===== config.mk =====
export PLATFORM = sky130hd
export DESIGN_NAME = alu_operand_arbiter_flat
export DESIGN_NICKNAME = d
export VERILOG_FILES = /design/src/rtl/alu_operand_arbiter_if.sv /design/src/rtl/alu_operand_arbiter.sv /design/src/flat_wrapper.sv
export SDC_FILE = /design/constraint.sdc
export NUM_CORES = 1
export LEC_CHECK = 0
export CAP_MARGIN = 5
export CORE_MARGIN = 3
export CORE_UTILIZATION = 34
export DETAILED_ROUTE_END_ITERATION = 7
export GPL_ROUTABILITY_DRIVEN = 0
export PLACE_DENSITY = 0.79
export SYNTH_ARGS = -nofsm -noshare
export SYNTH_HDL_FRONTEND = slang
export SYNTH_SLANG_ARGS = --single-unit

===== constraint.sdc =====
create_clock -name clock -period 3.91 [get_ports clock]
set_clock_uncertainty 0.2 [all_clocks]
set_input_delay 0.782 -clock clock [delete_from_list [all_inputs] [get_ports clock]]
set_output_delay 0.782 -clock clock [all_outputs]
set_load 0.01 [all_outputs]

===== src/rtl/alu_operand_arbiter_if.sv =====
// Operand-path bundle between the requester register files, the arbiter and the ALU stage.
// Handshake: out_data transfers downstream on a rising edge where out_valid and out_ready are both 1; once raised, out_valid and out_data stay stable until that transfer.
interface alu_operand_arbiter_if #(
  parameter int WIDTH = 32,
  parameter int NREQ  = 8
);
  logic [NREQ-1:0]       req;
  logic [NREQ*WIDTH-1:0] data_in;
  logic [NREQ-1:0]       grant;
  logic [2:0]            sel;
  logic [WIDTH-1:0]      out_data;
  logic                  out_valid;
  logic                  out_ready;
  logic                  busy;

  modport master (
    input  req, data_in, out_ready,
    output grant, sel, out_data, out_valid, busy
  );

  modport slave (
    output req, data_in, out_ready,
    input  grant, sel, out_data, out_valid, busy
  );
endinterface


===== src/rtl/alu_operand_arbiter.sv =====
// Round-robin owner of the 8:1 operand mux select; captures the winning requester's word
// into a registered output stage that is handed to the ALU with valid/ready.
module alu_operand_arbiter #(
  parameter int WIDTH = 32,
  parameter int NREQ  = 8
) (
  input  logic                  clock,
  input  logic                  reset_n,
  alu_operand_arbiter_if.master bus,
  output logic                  dbg_state,
  output logic [2:0]            dbg_ptr
);

  typedef enum logic {IDLE = 1'b0, HOLD = 1'b1} state_e;

  state_e            state_q, state_d;
  logic [2:0]        ptr_q, ptr_d;
  logic [2:0]        sel_q, sel_d;
  logic [NREQ-1:0]   grant_q, grant_d;
  logic [WIDTH-1:0]  data_q, data_d;

  logic              found;
  logic [2:0]        win_idx;
  logic [2:0]        scan_idx;
  logic              capture;

  // Scan starting at ptr; the first pending index wins, so at most one winner exists.
  always_comb begin
    found    = 1'b0;
    win_idx  = 3'd0;
    scan_idx = 3'd0;
    for (int k = 0; k < NREQ; k++) begin
      scan_idx = ptr_q + 3'(k);
      if (!found && bus.req[scan_idx]) begin
        found   = 1'b1;
        win_idx = scan_idx;
      end
    end
  end

  // A new word may enter only when the stage is empty or is draining this edge.
  assign capture = found && ((state_q == IDLE) || bus.out_ready);

  always_comb begin
    state_d = state_q;
    ptr_d   = ptr_q;
    sel_d   = sel_q;
    data_d  = data_q;
    grant_d = '0;
    if (capture) begin
      state_d = HOLD;
      ptr_d   = win_idx + 3'd1;
      sel_d   = win_idx;
      data_d  = bus.data_in[int'(win_idx)*WIDTH +: WIDTH];
      grant_d = {{(NREQ-1){1'b0}}, 1'b1} << win_idx;
    end else if (state_q == HOLD && bus.out_ready) begin
      state_d = IDLE;
    end
  end

  always_ff @(posedge clock or negedge reset_n) begin
    if (!reset_n) begin
      state_q <= IDLE;
      ptr_q   <= 3'd0;
      sel_q   <= 3'd0;
      grant_q <= '0;
      data_q  <= '0;
    end else begin
      state_q <= state_d;
      ptr_q   <= ptr_d;
      sel_q   <= sel_d;
      grant_q <= grant_d;
      data_q  <= data_d;
    end
  end

  assign bus.grant     = grant_q;
  assign bus.sel       = sel_q;
  assign bus.out_data  = data_q;
  assign bus.out_valid = (state_q == HOLD);
  assign bus.busy      = (state_q == HOLD);
  assign dbg_state     = (state_q == HOLD);
  assign dbg_ptr       = ptr_q;

endmodule


===== src/flat_wrapper.sv =====
// flat-port wrapper written by rule: the top's interface ports become plain ports
module alu_operand_arbiter_flat 
#(
  parameter int WIDTH = 32,
  parameter int NREQ  = 8
)
  (clock, reset_n, dbg_state, dbg_ptr, bus_req, bus_data_in, bus_out_ready, bus_grant, bus_sel, bus_out_data, bus_out_valid, bus_busy);
  alu_operand_arbiter_if #(.WIDTH(WIDTH), .NREQ(NREQ)) bus_i ();
  input  logic clock;
  input  logic reset_n;
  output logic dbg_state;
  output logic [2:0] dbg_ptr;
  input wire logic [$bits(bus_i.req)-1:0] bus_req;
  input wire logic [$bits(bus_i.data_in)-1:0] bus_data_in;
  input wire logic [$bits(bus_i.out_ready)-1:0] bus_out_ready;
  output wire logic [$bits(bus_i.grant)-1:0] bus_grant;
  output wire logic [$bits(bus_i.sel)-1:0] bus_sel;
  output wire logic [$bits(bus_i.out_data)-1:0] bus_out_data;
  output wire logic [$bits(bus_i.out_valid)-1:0] bus_out_valid;
  output wire logic [$bits(bus_i.busy)-1:0] bus_busy;
  assign bus_i.req = bus_req;
  assign bus_i.data_in = bus_data_in;
  assign bus_i.out_ready = bus_out_ready;
  assign bus_grant = bus_i.grant;
  assign bus_sel = bus_i.sel;
  assign bus_out_data = bus_i.out_data;
  assign bus_out_valid = bus_i.out_valid;
  assign bus_busy = bus_i.busy;
  alu_operand_arbiter #(.WIDTH(WIDTH), .NREQ(NREQ)) u_core (.clock(clock), .reset_n(reset_n), .bus(bus_i), .dbg_state(dbg_state), .dbg_ptr(dbg_ptr));
endmodule

Word-level counts from Yosys, hierarchy flattened --
Index checks and enable logic that the tools add are counted.
Storage, ports and cells: input bits 267, bits in registers 47
Operators by class: add/subtract/negate cells 8, reduce and logical (&&, ||, !) cells 18, $lt $le $gt $ge 8, bitwise logic cells 1, shift operators 2, multiplexer cells 35
Operators by type and width (count):
- variable part select 256 x 9 -> 32 bit | 1
- < comparator 3 x 4 -> 1 bit (second input constant) | 8
- binary-select mux 1 bit (select 3 bit) | 8
- two-way mux 3 bit | 8
- two-way mux 1 bit | 18
- adder 3 bit (second input constant) | 4
- logical AND 1 bit | 9
- two-way mux 8 bit | 1
- << shifter 1 x 3 -> 8 bit (first input constant) | 1
- zero test 1 bit | 7
- adder 3 x 1 -> 3 bit (second input constant) | 2
- adder 3 x 2 -> 3 bit (second input constant) | 2
- nonzero test 2 bit | 1
- logical OR 1 bit | 1
- inverter 1 bit | 1

Depth between registers and ports, before layout --
Gate-level depths: netlist of the first run.
depth in word-level cells 26, mapped depth 17, depth with buffers taken out 12

Least setup slack after synthesis of the first run --
Ideal clock, no wire load.
path kind flip-flop to flip-flop, start register u_core.ptr_q[1] (netlist: u_core.dbg_ptr[1]), end register u_core.ptr_q[2] (netlist: u_core.dbg_ptr[2]), setup slack -0.068 ns, required time 3.585 ns, stages on the path, launching flop included 17, data arrival time 3.653 ns, path buffers 5, path through dfrtp_1 buf_2 clkinv_1 ha_1 buf_4 mux4_2 mux2_2 nor3_1 nor4_1 nor3b_2 a21oi_1 buf_6 buf_8 buf_6 nor2_1 ha_1 mux2_2
Between the ends: cells in the longest elaborated chain, start to end 25, elaborated cells on any way between the ends 55
Ends and longest elaborated chain:
- start: declaration | RTL line alu_operand_arbiter.sv:17 | logic [2:0] ptr_q, ptr_d;
- start signal: assignment | RTL line alu_operand_arbiter.sv:70 | ptr_q <= ptr_d;
- parallel branches: the longest is 25 deep, another holds adder 3 x 1 -> 3 bit
Several ways; the timed one is not identified. The select of a mux whose other input is x is not followed. A chain may end at the register's enable or synchronous reset.

Final worst setup path of the first run --
start input bus_req[1], end register u_core.data_q[2] (netlist: u_core.bus.out_data[2])
Between the ends: cells in the longest elaborated chain, start to end 25, elaborated cells on any way between the ends 48
Ends and longest elaborated chain:
- start: declaration | RTL line flat_wrapper.sv:13 | input wire logic [$bits(bus_i.req)-1:0] bus_req;
- binary-select mux 1 bit (select 3 bit) | RTL line alu_operand_arbiter.sv:34 | if (!found && bus.req[scan_idx]) begin
- two-way mux 1 bit (implied by the code) | RTL line alu_operand_arbiter.sv:34
- two-way mux 1 bit | RTL line alu_operand_arbiter.sv:34
- zero test 1 bit | RTL line alu_operand_arbiter.sv:34
- logical AND 1 bit | RTL line alu_operand_arbiter.sv:34
- two-way mux 1 bit | RTL line alu_operand_arbiter.sv:34
- zero test 1 bit | RTL line alu_operand_arbiter.sv:34
- logical AND 1 bit | RTL line alu_operand_arbiter.sv:34
- [... 9 more ...]
- two-way mux 1 bit | RTL line alu_operand_arbiter.sv:34
- zero test 1 bit | RTL line alu_operand_arbiter.sv:34
- logical AND 1 bit | RTL line alu_operand_arbiter.sv:34
- two-way mux 1 bit | RTL line alu_operand_arbiter.sv:34
- zero test 1 bit | RTL line alu_operand_arbiter.sv:34
- logical AND 1 bit | RTL line alu_operand_arbiter.sv:34
- two-way mux 3 bit / two-way mux 1 bit (equally long branches) | RTL line alu_operand_arbiter.sv:34
- variable part select 256 x 9 -> 32 bit / logical AND 1 bit (equally long branches) | RTL line alu_operand_arbiter.sv:54, alu_operand_arbiter.sv:42
- end signal: assignment | RTL line alu_operand_arbiter.sv:73 | data_q <= data_d;
- end: declaration | RTL line alu_operand_arbiter.sv:20 | logic [WIDTH-1:0] data_q, data_d;
Several ways; a longest one is shown, not always the timed one. The select of a mux whose other input is x is not followed.

==> out/qor.txt, run 1 <==
Vias in the first global route: 5725
Class of the worst hold path: register to register
Clk_lat worst skew: 0.30 ns
Initial antenna violation count: 0
MaxCap Viol Count: 0
Drt first pass iters: 6
WHS: 0.3097 ns
Mapped Nets: 795
Number of synthesized flops with an enable pin: 0
Largest net degree at the start of global routing: 37
Final ANT Viol Nets: 0
Post-DP Area: 0.008683 mm2
Element type at the critical path end: register
Vias: 5606
Setup CP Type: input port to register
Mapped Cells: 524
GRT overflow: 0
# setup viols final: 0
Cell area after synthesis: 0.004868 mm2
Drt wl/cell: 19.78 um
Largest cells by area after synthesis: mux2i_1 (29%), dfrtp_1 (24%), mux4_2 (7.9%), o22ai_1 (4.1%), or3_1 (4.1%)
Cell row count: 43
Fmax: 0.2650 GHz
P_int: 0.005376 W
Placeable Area: 0.01393 mm2
Core Util, Final: 0.6476
Final HPWL DP: 17.15 mm
Die outline area: 0.01579 mm2
Clock network fraction of design power: 0.048
Setup WS post-layout: 0.1370 ns
Slew Limit Fails: 0
Worst R2R End: u_core.bus.out_data[2]
CP max FO: 10
CTS tree: yes
Startpoint types: input port
Switching share of power: 0.4263
Die H: 125.7 um
Hold path startpoint: u_core.bus.sel[1]
Routed wire length: 21.07 mm
Max rail drop VDD: 0.6135 mV
First-pass GRT wire length: 31.34 mm
Leak: 3.966 nW
Final non-filler cell total: 1065
Share of cells above drive strength 1: 0.1650
Final Hold Viols: 0
Post-synth ARST share: 1.000
Hold path cells: 2
Combinational cell fraction of total power: 0.856
Starting density of the core: 0.3494
CTS root buffer: clkbuf_16
# nets final: 1155
Reg2Reg Launch Point: u_core.dbg_ptr[0]
WP data arrival: 3.75 ns
Top Ports: 316
Top_reg_cell synth: dfrtp_1
Syn avg cell area: 9.291 um2
H-tree depth: 2
Pre-CTS WS: -0.5236 ns
Sink Count: 47
Measured slew at the worst slew-check pin: 0.8566 ns
IO buf count: 315
CTS Buf Count: 5
Area Overhead vs Synth: 85.35%
Top-area cell type share of the netlist area: 0.2920
R2r setup slk: 0.16 ns
Sequential power share: 0.095
Diode count: 0
Post-synthesis sequential area ratio: 0.2416
Max clock buf depth: 2
Synth cell types: 52
Clock transition at path regs: 0.07 ns
Cell Pwr Density: 1038 mW/mm2
Drt drc: 0
Yosys top cell by area: mux2i_1
Synth Register Bits: 47
Status: finished clean
Die Wd: 125.7 um
Switching power: 0.003994 W
Part of the cycle the worst path needs: 0.9650
Starting DRT DRC Count: 368
Minimum clock period: 3.773 ns
Required @ worst endpoint: 3.89 ns
Tot GR Track Use: 0.2523
Cell area after layout: 0.009024 mm2
Vias per cell: 5.264
Placed insts: 1050
WHS Endpoint: u_core.bus.sel[1]
Slew headroom: 0.4290
Number of warnings issued by yosys: 0
Reg2reg path depth: 16
[critical path, cell delays in order]
cell and delay (ns):
dlygate4sd2_1 0.32, mux4_2 0.50, mux2i_1 0.16, buf_4 0.16, nor2_2 0.05, nor4_4 0.34
o21ai_4 0.11, a21oi_4 0.18, buf_12 0.14, buf_12 0.11, buf_16 0.14, mux2i_1 0.32
o22ai_1 0.12, or3_1 0.32
[cell families (layout without fill, tap and decap cells)]
kind of cell             Yosys count  count (layout)  synth area share
AO/OA/AOI/OAI                     98              98            0.1308
XOR/XNOR                           3               3          0.005398
adder cells (fa/ha/maj)            4               4           0.01028
buffers and inverters             55             416           0.07119
flip-flops                        47              47            0.2416
multiplexers                     168             168            0.3914
AND/OR/NAND/NOR                  149             149            0.1493
[stage by stage]
stage               total power, W   TNS, ns
floorplan                 0.005593         0
global placement          0.008126    -14.55
detailed placement        0.008275    -15.32
CTS                       0.008908         0
global route              0.009960  -0.02751
finish                    0.009371         0
[cell usage after synthesis (2+ instances only)]
cell type,count
inv_1,11
nand2_1,40
a21oi_1,6
nor3_1,3
xnor2_1,2
buf_4,10
mux2i_1,142
mux4_2,17
o22ai_1,32
clkbuf_1,5
buf_6,9
or3_1,32
nor2b_1,4
o21ai_0,37
o221ai_1,6
nor2_1,50
nand2b_1,5
a22oi_1,2
a31oi_1,2
nor2_2,2
ha_1,4
dfrtp_1,47
buf_2,16
mux2_2,9
o21ai_1,2
nand4_1,3
[cell type report]
cell class	instances	area (um2)
clock buffers	5	125.1
clock inverters	3	22.52
fillers	1149	4911
inverters	12	46.29
multi-input cells	422	3448
flip-flops and latches	47	1177
well taps	180	225.2
repair buffers	396	3979
[cell usage in the layout, fill, tap and decap left out, types with 7 or more instances in the layout]
cell	instances
mux2i_1	139
nand2_1	40
buf_4	62
dfrtp_1	46
o22ai_1	32
mux2_2	7
mux4_2	17
or3_1	32
clkbuf_16	7
nor2_1	49
clkdlybuf4s50_1	306
inv_1	10
buf_12	16
o21ai_0	35
[layer usage]
metal  wire length, um  share of wire  track usage
met1              8336           0.40       0.3150
met2             10700           0.51       0.4452
met3              1556          0.074      0.04835
met4               471          0.022      0.07015
met5                 0              0            0
[repair_timing]
action,CTS,global route
resized for setup,10,31
hold buffers,0,0
pin swaps,1,6
setup endpoints to repair,32,33
cloned,1,2
buffers inserted,0,4
[how the worst max path moves through the flow]
| stage | from | endpoint | slack (ns) | cells past startpoint |
|---|---|---|---|---|
| after floorplan | u_core.dbg_ptr[1] | u_core.dbg_ptr[2] | 0.02 | 16 |
| after CTS | u_core.dbg_ptr[1] | u_core.bus.out_data[2] | 0.03 | 15 |
| final | bus_req[1] | u_core.bus.out_data[2] | 0.14 | 14 |
| after detailed placement | bus_req[3] | u_core.bus.out_data[23] | -0.52 | 12 |
| after global routing | bus_req[1] | u_core.bus.out_data[19] | -0.01 | 14 |
| after global placement | bus_req[6] | u_core.bus.out_data[23] | -0.50 | 12 |
[power by group through the flow]
stage / combinational [W] / sequential [W] / clock [W]
3_3_place_gp: 0.00724 / 0.000887 / 0
2_1_floorplan: 0.00462 / 0.000971 / 0
3_5_place_dp: 0.00737 / 0.000901 / 0
5_1_grt: 0.00856 / 0.000917 / 0.000482
4_1_cts: 0.00755 / 0.000892 / 0.000462
6_report: 0.00803 / 0.000894 / 0.000451
[state kept, by name, indices dropped and copies added, names as in the netlist]
register / count
u_core.bus.grant: 8
u_core.bus.busy: 1
u_core.bus.out_data: 32
u_core.bus.sel: 3
u_core.dbg_ptr: 3
Power figures use the tool's default switching activity.
==> inputs of run 2 (changes only) <==
--- a/constraint.sdc
+++ b/constraint.sdc
@@ -4,2 +4,2 @@
 set_output_delay 0.782 -clock clock [all_outputs]
-set_load 0.01 [all_outputs]
+set_load 0.05 [all_outputs]
==> run 2 against run 1 <==
Flip-flop and latch count unchanged. Global-route usage decreased by 0.69 points. Clock power about the same. Clock-buffer cell count increased by 2. Critical endpoint is now u_core.bus.out_data[28].
==> out/qor.txt, run 2 (synthesized netlist as in run 1, its figures left out) <==
Hold path cells: 2 (unchanged)
Diode count: 0 (unchanged)
Worst-path cell chain: clkinvlp_4 -> ha_4 -> buf_12 -> mux4_2 -> mux2_4 -> nor3_4 -> nor4_2 -> buf_4 -> nor3b_4 -> a21oi_4 -> buf_12 -> buf_12 -> buf_4 -> mux2i_1 -> o22ai_1 -> or3_1
Reg2reg path depth: 16 (unchanged)
Post-DP Area: 0.008548 mm2 (-1.6%)
Hold path startpoint: u_core.bus.sel[1]
Placeable Area: 0.01393 mm2 (unchanged)
Startpoint types: register
Clock network fraction of design power: 0.046 (-0.002)
Max FFs per register: 32 (unchanged)
Final HPWL DP: 16.84 mm (-1.8%)
Element type at the critical path end: register
Hold Buf Count CTS: 0 (unchanged)
Unrepaired setup endpoints after global routing: true
WHS Endpoint: u_core.bus.sel[1]
Share of cells above drive strength 1: 0.1512 (-0.01377)
Starting density of the core: 0.3494 (unchanged)
CP max stage delay: 0.54 ns (+0.04 ns)
Slew Limit Fails: 0 (unchanged)
Commonest non-fill, non-tap cells in the layout: clkdlybuf4s50_1 (306), mux2i_1 (136), buf_4 (50), nor2_1 (49), dfrtp_1 (45)
Drt wl/cell: 19.83 um (+0.23%)
Buf/Inv on CP: 6 (+1)
Drt drc: 0 (unchanged)
Switching share of power: 0.4697 (+0.04343)
Setup CP Type: register to register
Class of the worst hold path: register to register
Combinational cell fraction of total power: 0.862 (+0.006)
R2r setup slk: 0.09 ns (-0.07 ns)
H-tree depth: 2 (unchanged)
Starting DRT DRC Count: 350 (-4.9%)
Minimum clock period: 3.815 ns (+0.04240 ns)
Final Hold Viols: 0 (unchanged)
Cell row count: 43 (unchanged)
CTS tree: yes
Vias: 5571 (-0.62%)
Routed wire length: 20.88 mm (-0.90%)
Sequential power share: 0.091 (-0.004)
WP data arrival: 3.79 ns (+0.04 ns)
Tot GR Track Use: 0.2454 (-0.006950)
Crit path top cell by count: buf_12
# nets final: 1143 (-1.0%)
Die Wd: 125.7 um (unchanged)
Required @ worst endpoint: 3.88 ns (about the same)
WHS: 0.2917 ns (-0.01800 ns)
Fmax: 0.2621 GHz (-1.1%)
Total Power: 0.009812 W (+4.7%)
Die H: 125.7 um (unchanged)
Vias in the first global route: 5453 (-4.8%)
MaxCap Viol Count: 0 (unchanged)
CP max FO: 6 (-4)
Max clock buf depth: 2 (unchanged)
Max rail drop VDD: 0.5727 mV (-6.6%)
Family with the most delay on the worst path: multiplexers
CTS root buffer: clkbuf_16
Most common cell after layout, fill and taps aside: clkdlybuf4s50_1
IO buf count: 315 (unchanged)
Status: finished clean
Drt first pass iters: 4 (-2)
First-pass GRT wire length: 30.62 mm (-2.3%)
Largest net degree at the start of global routing: 50 (+35%)
Area Overhead vs Synth: 83.35%
Cell Pwr Density: 1099 mW/mm2 (+5.8%)
Clock transition at path regs: 0.07 ns (about the same)
Sink Count: 47 (unchanged)
Slew headroom: 0.5019 (+0.07290)
Leak: 3.884 nW (-2.1%)
Measured slew at the worst slew-check pin: 0.7472 ns (-0.1094 ns)
Final ANT Viol Nets: 0 (unchanged)
Vias per cell: 5.291 (+0.51%)
Clk_lat worst skew: 0.29 ns (about the same)
CTS Buf Count: 5 (unchanged)
# setup viols final: 0 (unchanged)
Top Ports: 316 (unchanged)
Die outline area: 0.01579 mm2 (unchanged)
Reg2Reg Launch Point: u_core.dbg_ptr[0]
GRT overflow: 0 (unchanged)
Worst R2R End: u_core.bus.out_data[28]
P_int: 0.005203 W (-3.2%)
Cell area after layout: 0.008926 mm2 (-1.1%)
Crit path max-delay cell type: mux4_2
Part of the cycle the worst path needs: 0.9758 (+0.01084)
Switching power: 0.004608 W (+15%)
Initial antenna violation count: 0 (unchanged)
[run 2: cell types whose count changed in the layout (fill, tap and decap cells not counted), sizes merged]
cell,previous run,this run
buf,80,65
clkinvlp,0,1
dlygate4sd2,2,7
inv,13,10
[run 2: stage by stage]
stage	instances	util	setup WS (ns)	setup TNS, ns
after floorplan	524	-	0.01169	0
after detailed placement	1033	0.6135	-0.5770	-16.65
final	1053	0.6406	0.09458	0
after CTS	1041	0.6246	0.05644	0
after global routing	1053	0.6406	-0.03431	-0.4664
after global placement	1033	0.6135	-0.4742	-12.41
[run 2: final cells by class]
type / instances / area [um2]
clock buffers: 7 / 142.6
clock inverters: 1 / 8.758
fillers: 1127 / 5009
inverters: 12 / 50.05
multi-input cells: 422 / 3441
flip-flops and latches: 47 / 1179
well taps: 180 / 225.2
repair buffers: 384 / 3880
[run 2: how the worst max path moves through the flow]
stage	start	end	slack [ns]	cells past startpoint
floorplan	u_core.dbg_ptr[0]	u_core.dbg_ptr[2]	0.01	16
global placement	bus_req[6]	u_core.bus.out_data[23]	-0.47	12
detailed placement	bus_req[6]	u_core.bus.out_data[23]	-0.58	12
CTS	u_core.dbg_ptr[0]	u_core.bus.out_data[29]	0.06	15
global route	u_core.dbg_ptr[0]	u_core.bus.out_data[17]	-0.03	14
finish	u_core.dbg_ptr[0]	u_core.bus.out_data[28]	0.09	16
[run 2: per-layer routing]
layer,routed length (um),track usage
met1,8287,0.3245
met2,10560,0.4213
met3,1644,0.04198
met4,385,0.05548
met5,0,0
[run 2: power groups by stage]
stage / Clock (W) / Combinational (W) / Sequential (W)
final: 0.000453 / 0.00846 / 0.000898
after global routing: 0.000477 / 0.00898 / 0.000926
after CTS: 0.000462 / 0.00785 / 0.000899
after detailed placement: 0 / 0.00781 / 0.000907
after global placement: 0 / 0.00772 / 0.000895
after floorplan: 0 / 0.00469 / 0.00163
[run 2: worst min-delay path, delay by kind of cell (launching register included)]
family | cells | cell delay [ns]
flip-flops | 1 | 0.35
AO/OA/AOI/OAI | 1 | 0.06
AND/OR/NAND/NOR | 1 | 0.05
[run 2: what timing repair did]
| item | CTS | global route |
|---|---|---|
| resized for setup | 11 | 16 |
| setup endpoints to repair | 32 | 30 |
| gates cloned | 0 | 4 |
| setup buffers | 0 | 8 |
| pin swaps | 0 | 2 |
==> inputs of run 3 (changes only) <==
- clock period: 3.91 -> 3.45 ns (I/O delays scaled with it)
==> run 3 against run 2 <==
The run now ends with negative setup slack left. Largest cell class unchanged. Utilization up 5.5 points. Clock power up 27%. Hold slack got worse by 0.081 ns. Wire length increased by 12%.
==> out/qor.txt, run 3 (synthesized netlist as in run 1, its figures left out) <==
Status: finished with violations
Violated checks: negative setup slack
CP max FO: 21 (+15)
Commonest non-fill, non-tap cells in the layout: clkdlybuf4s50_1 (306), mux2i_1 (124), buf_4 (74), nor2_1 (45), dfrtp_1 (45)
Final ANT Viol Nets: 0 (unchanged)
First-pass GRT wire length: 33.77 mm (+10%)
Final HPWL DP: 17.02 mm (+1.0%)
Sink Count: 47 (unchanged)
Slew Limit Fails: 0 (unchanged)
Share of cells above drive strength 1: 0.2255 (+0.07429)
Fmax: 0.2643 GHz (+0.83%)
MaxCap Viol Count: 0 (unchanged)
CTS tree: yes
WP data arrival: 3.74 ns (-0.05 ns)
Routed wire length: 23.33 mm (+12%)
Max rail drop VDD: 0.7225 mV (+26%)
CTS Buf Count: 5 (unchanged)
Clock transition at path regs: 0.08 ns (about the same)
Switching power: 0.005978 W (+30%)
Initial antenna violation count: 0 (unchanged)
Switching share of power: 0.4552 (-0.01447)
Cell row count: 43 (unchanged)
Slew headroom: 0.5598 (+0.05797)
Max FFs per register: 32 (unchanged)
Required @ worst endpoint: 3.40 ns (-0.48 ns)
# setup viols final: 37 (+37)
Filler cells: 1056 (-6.3%)
# nets final: 1188 (+3.9%)
Area Overhead vs Synth: 99.02%
Class of the worst hold path: input port to asynchronous set/reset pin
Post-DP Area: 0.008705 mm2 (+1.8%)
Most common cell after layout, fill and taps aside: clkdlybuf4s50_1
Top Ports: 316 (unchanged)
Startpoint types: register
Worst R2R End: u_core.bus.out_data[12]
Minimum clock period: 3.784 ns (-0.03124 ns)
Reg2Reg Launch Point: u_core.dbg_ptr[0]
Part of the cycle the worst path needs: 1.097 (+0.1211)
CTS root buffer: clkbuf_16
Register area: 0.001179 mm2 (unchanged)
Element type at the critical path end: register
Diode count: 0 (unchanged)
Cell area after layout: 0.009689 mm2 (+8.6%)
Unrepaired setup endpoints after global routing: true
WHS: 0.2106 ns (-0.08111 ns)
Die H: 125.7 um (unchanged)
Starting density of the core: 0.3494 (unchanged)
Vias per cell: 5.320 (+0.55%)
Hold Buf Count CTS: 0 (unchanged)
R2r setup slk: -0.33 ns (-0.43 ns)
Area occupied by multi-input gates: 0.003654 mm2 (+6.2%)
Sequential power share: 0.077 (-0.014)
Clk_lat worst skew: 0.30 ns (about the same)
Die outline area: 0.01579 mm2 (unchanged)
Vias in the first global route: 6079 (+11%)
Starting DRT DRC Count: 390 (+11%)
Tot GR Track Use: 0.2725 (+0.02713)
Drt wl/cell: 21.24 um (+7.2%)
Largest net degree at the start of global routing: 43 (-14%)
Cell Pwr Density: 1355 mW/mm2 (+23%)
Max clock buf depth: 2 (unchanged)
Setup CP Type: register to register
Final Hold Viols: 0 (unchanged)
Die Wd: 125.7 um (unchanged)
Reg2reg path depth: 16 (unchanged)
Placeable Area: 0.01393 mm2 (unchanged)
H-tree depth: 2 (unchanged)
Setup WS post-layout: -0.3342 ns (-0.4288 ns)
Combinational cell fraction of total power: 0.879 (+0.017)
Leak: 4.219 nW (+8.6%)
Clock network fraction of design power: 0.044 (-0.002)
P_int: 0.007154 W (+37%)
Measured slew at the worst slew-check pin: 0.6582 ns (-0.08902 ns)
Vias: 5841 (+4.8%)
IO buf count: 315 (unchanged)
GRT overflow: 0 (unchanged)
Drt first pass iters: 5 (+1)
Drt drc: 0 (unchanged)
-- run 3: through the flow --
stage	worst slack [ns]	std cells	setup TNS, ns	power, W	util
2_1_floorplan	-0.3893	524	-13.33	0.007374	-
3_3_place_gp	-0.6719	1053	-23.24	0.009978	0.6247
3_5_place_dp	-0.6877	1053	-25.37	0.01011	0.6247
4_1_cts	-0.2885	1092	-8.512	0.01241	0.6784
5_1_grt	-0.3935	1098	-13.10	0.01381	0.6953
6_report	-0.3342	1098	-9.780	0.01313	0.6953
-- run 3: cell type report --
cell class | instances | share of cell area
Inverter | 12 | 0.005165
Clock buffer | 5 | 0.01291
Multi-Input combinational cell | 422 | 0.3771
Timing Repair Buffer | 429 | 0.4554
Tap cell | 180 | 0.02324
Sequential cell | 47 | 0.1216
Clock inverter | 3 | 0.004520
-- run 3: per-layer routing --
metal	wire, um	global-route usage	share of wire	up-vias
met2	11540	0.4742	0.49	287
li1	-	-	-	2747
met3	1776	0.05768	0.076	39
met1	9485	0.3493	0.41	2768
met4	521	0.05931	0.022	0
met5	0	0	0	-
-- run 3: timing repair --
item,CTS,global route
setup endpoints to repair,38,41
gates resized for setup,71,42
gates cloned,4,6
setup buffers,28,4
endpoints found under the hold margin,0,0
pin swaps,21,25
-- run 3: worst max-delay path, stage by stage, from the launching register on --
cell	delay (ns)
dfrtp_2	0.40
clkinvlp_4	0.11
ha_4	0.23
buf_12	0.13
mux2i_2	0.15
mux4_2	0.55
buf_4	0.17
buf_4	0.13
a32o_1	0.21
o221ai_1	0.19
o211ai_1	0.16
inv_1	0.16
nor2_4	0.09
nand2b_4	0.14
buf_12	0.17
o22ai_1	0.11
or3_1	0.33
-- run 3: worst max path at each step --
stage / startpoint / to / depth (start not counted)
CTS: u_core.dbg_ptr[0] / u_core.bus.out_data[7] / 16
global placement: bus_req[7] / u_core.bus.out_data[23] / 12
floorplan: u_core.dbg_ptr[0] / u_core.bus.out_data[15] / 15
finish: u_core.dbg_ptr[0] / u_core.bus.out_data[12] / 16
global route: u_core.dbg_ptr[0] / u_core.bus.out_data[12] / 16
detailed placement: bus_req[7] / u_core.bus.out_data[23] / 12
-- run 3: power by group through the flow --
stage	clock network, W	logic (W)	registers, W
finish	0.000576	0.0115	0.00101
global placement	0	0.00897	0.00101
floorplan	0	0.00553	0.00184
CTS	0.000584	0.0108	0.00101
detailed placement	0	0.00909	0.00102
global route	0.000601	0.0122	0.00104
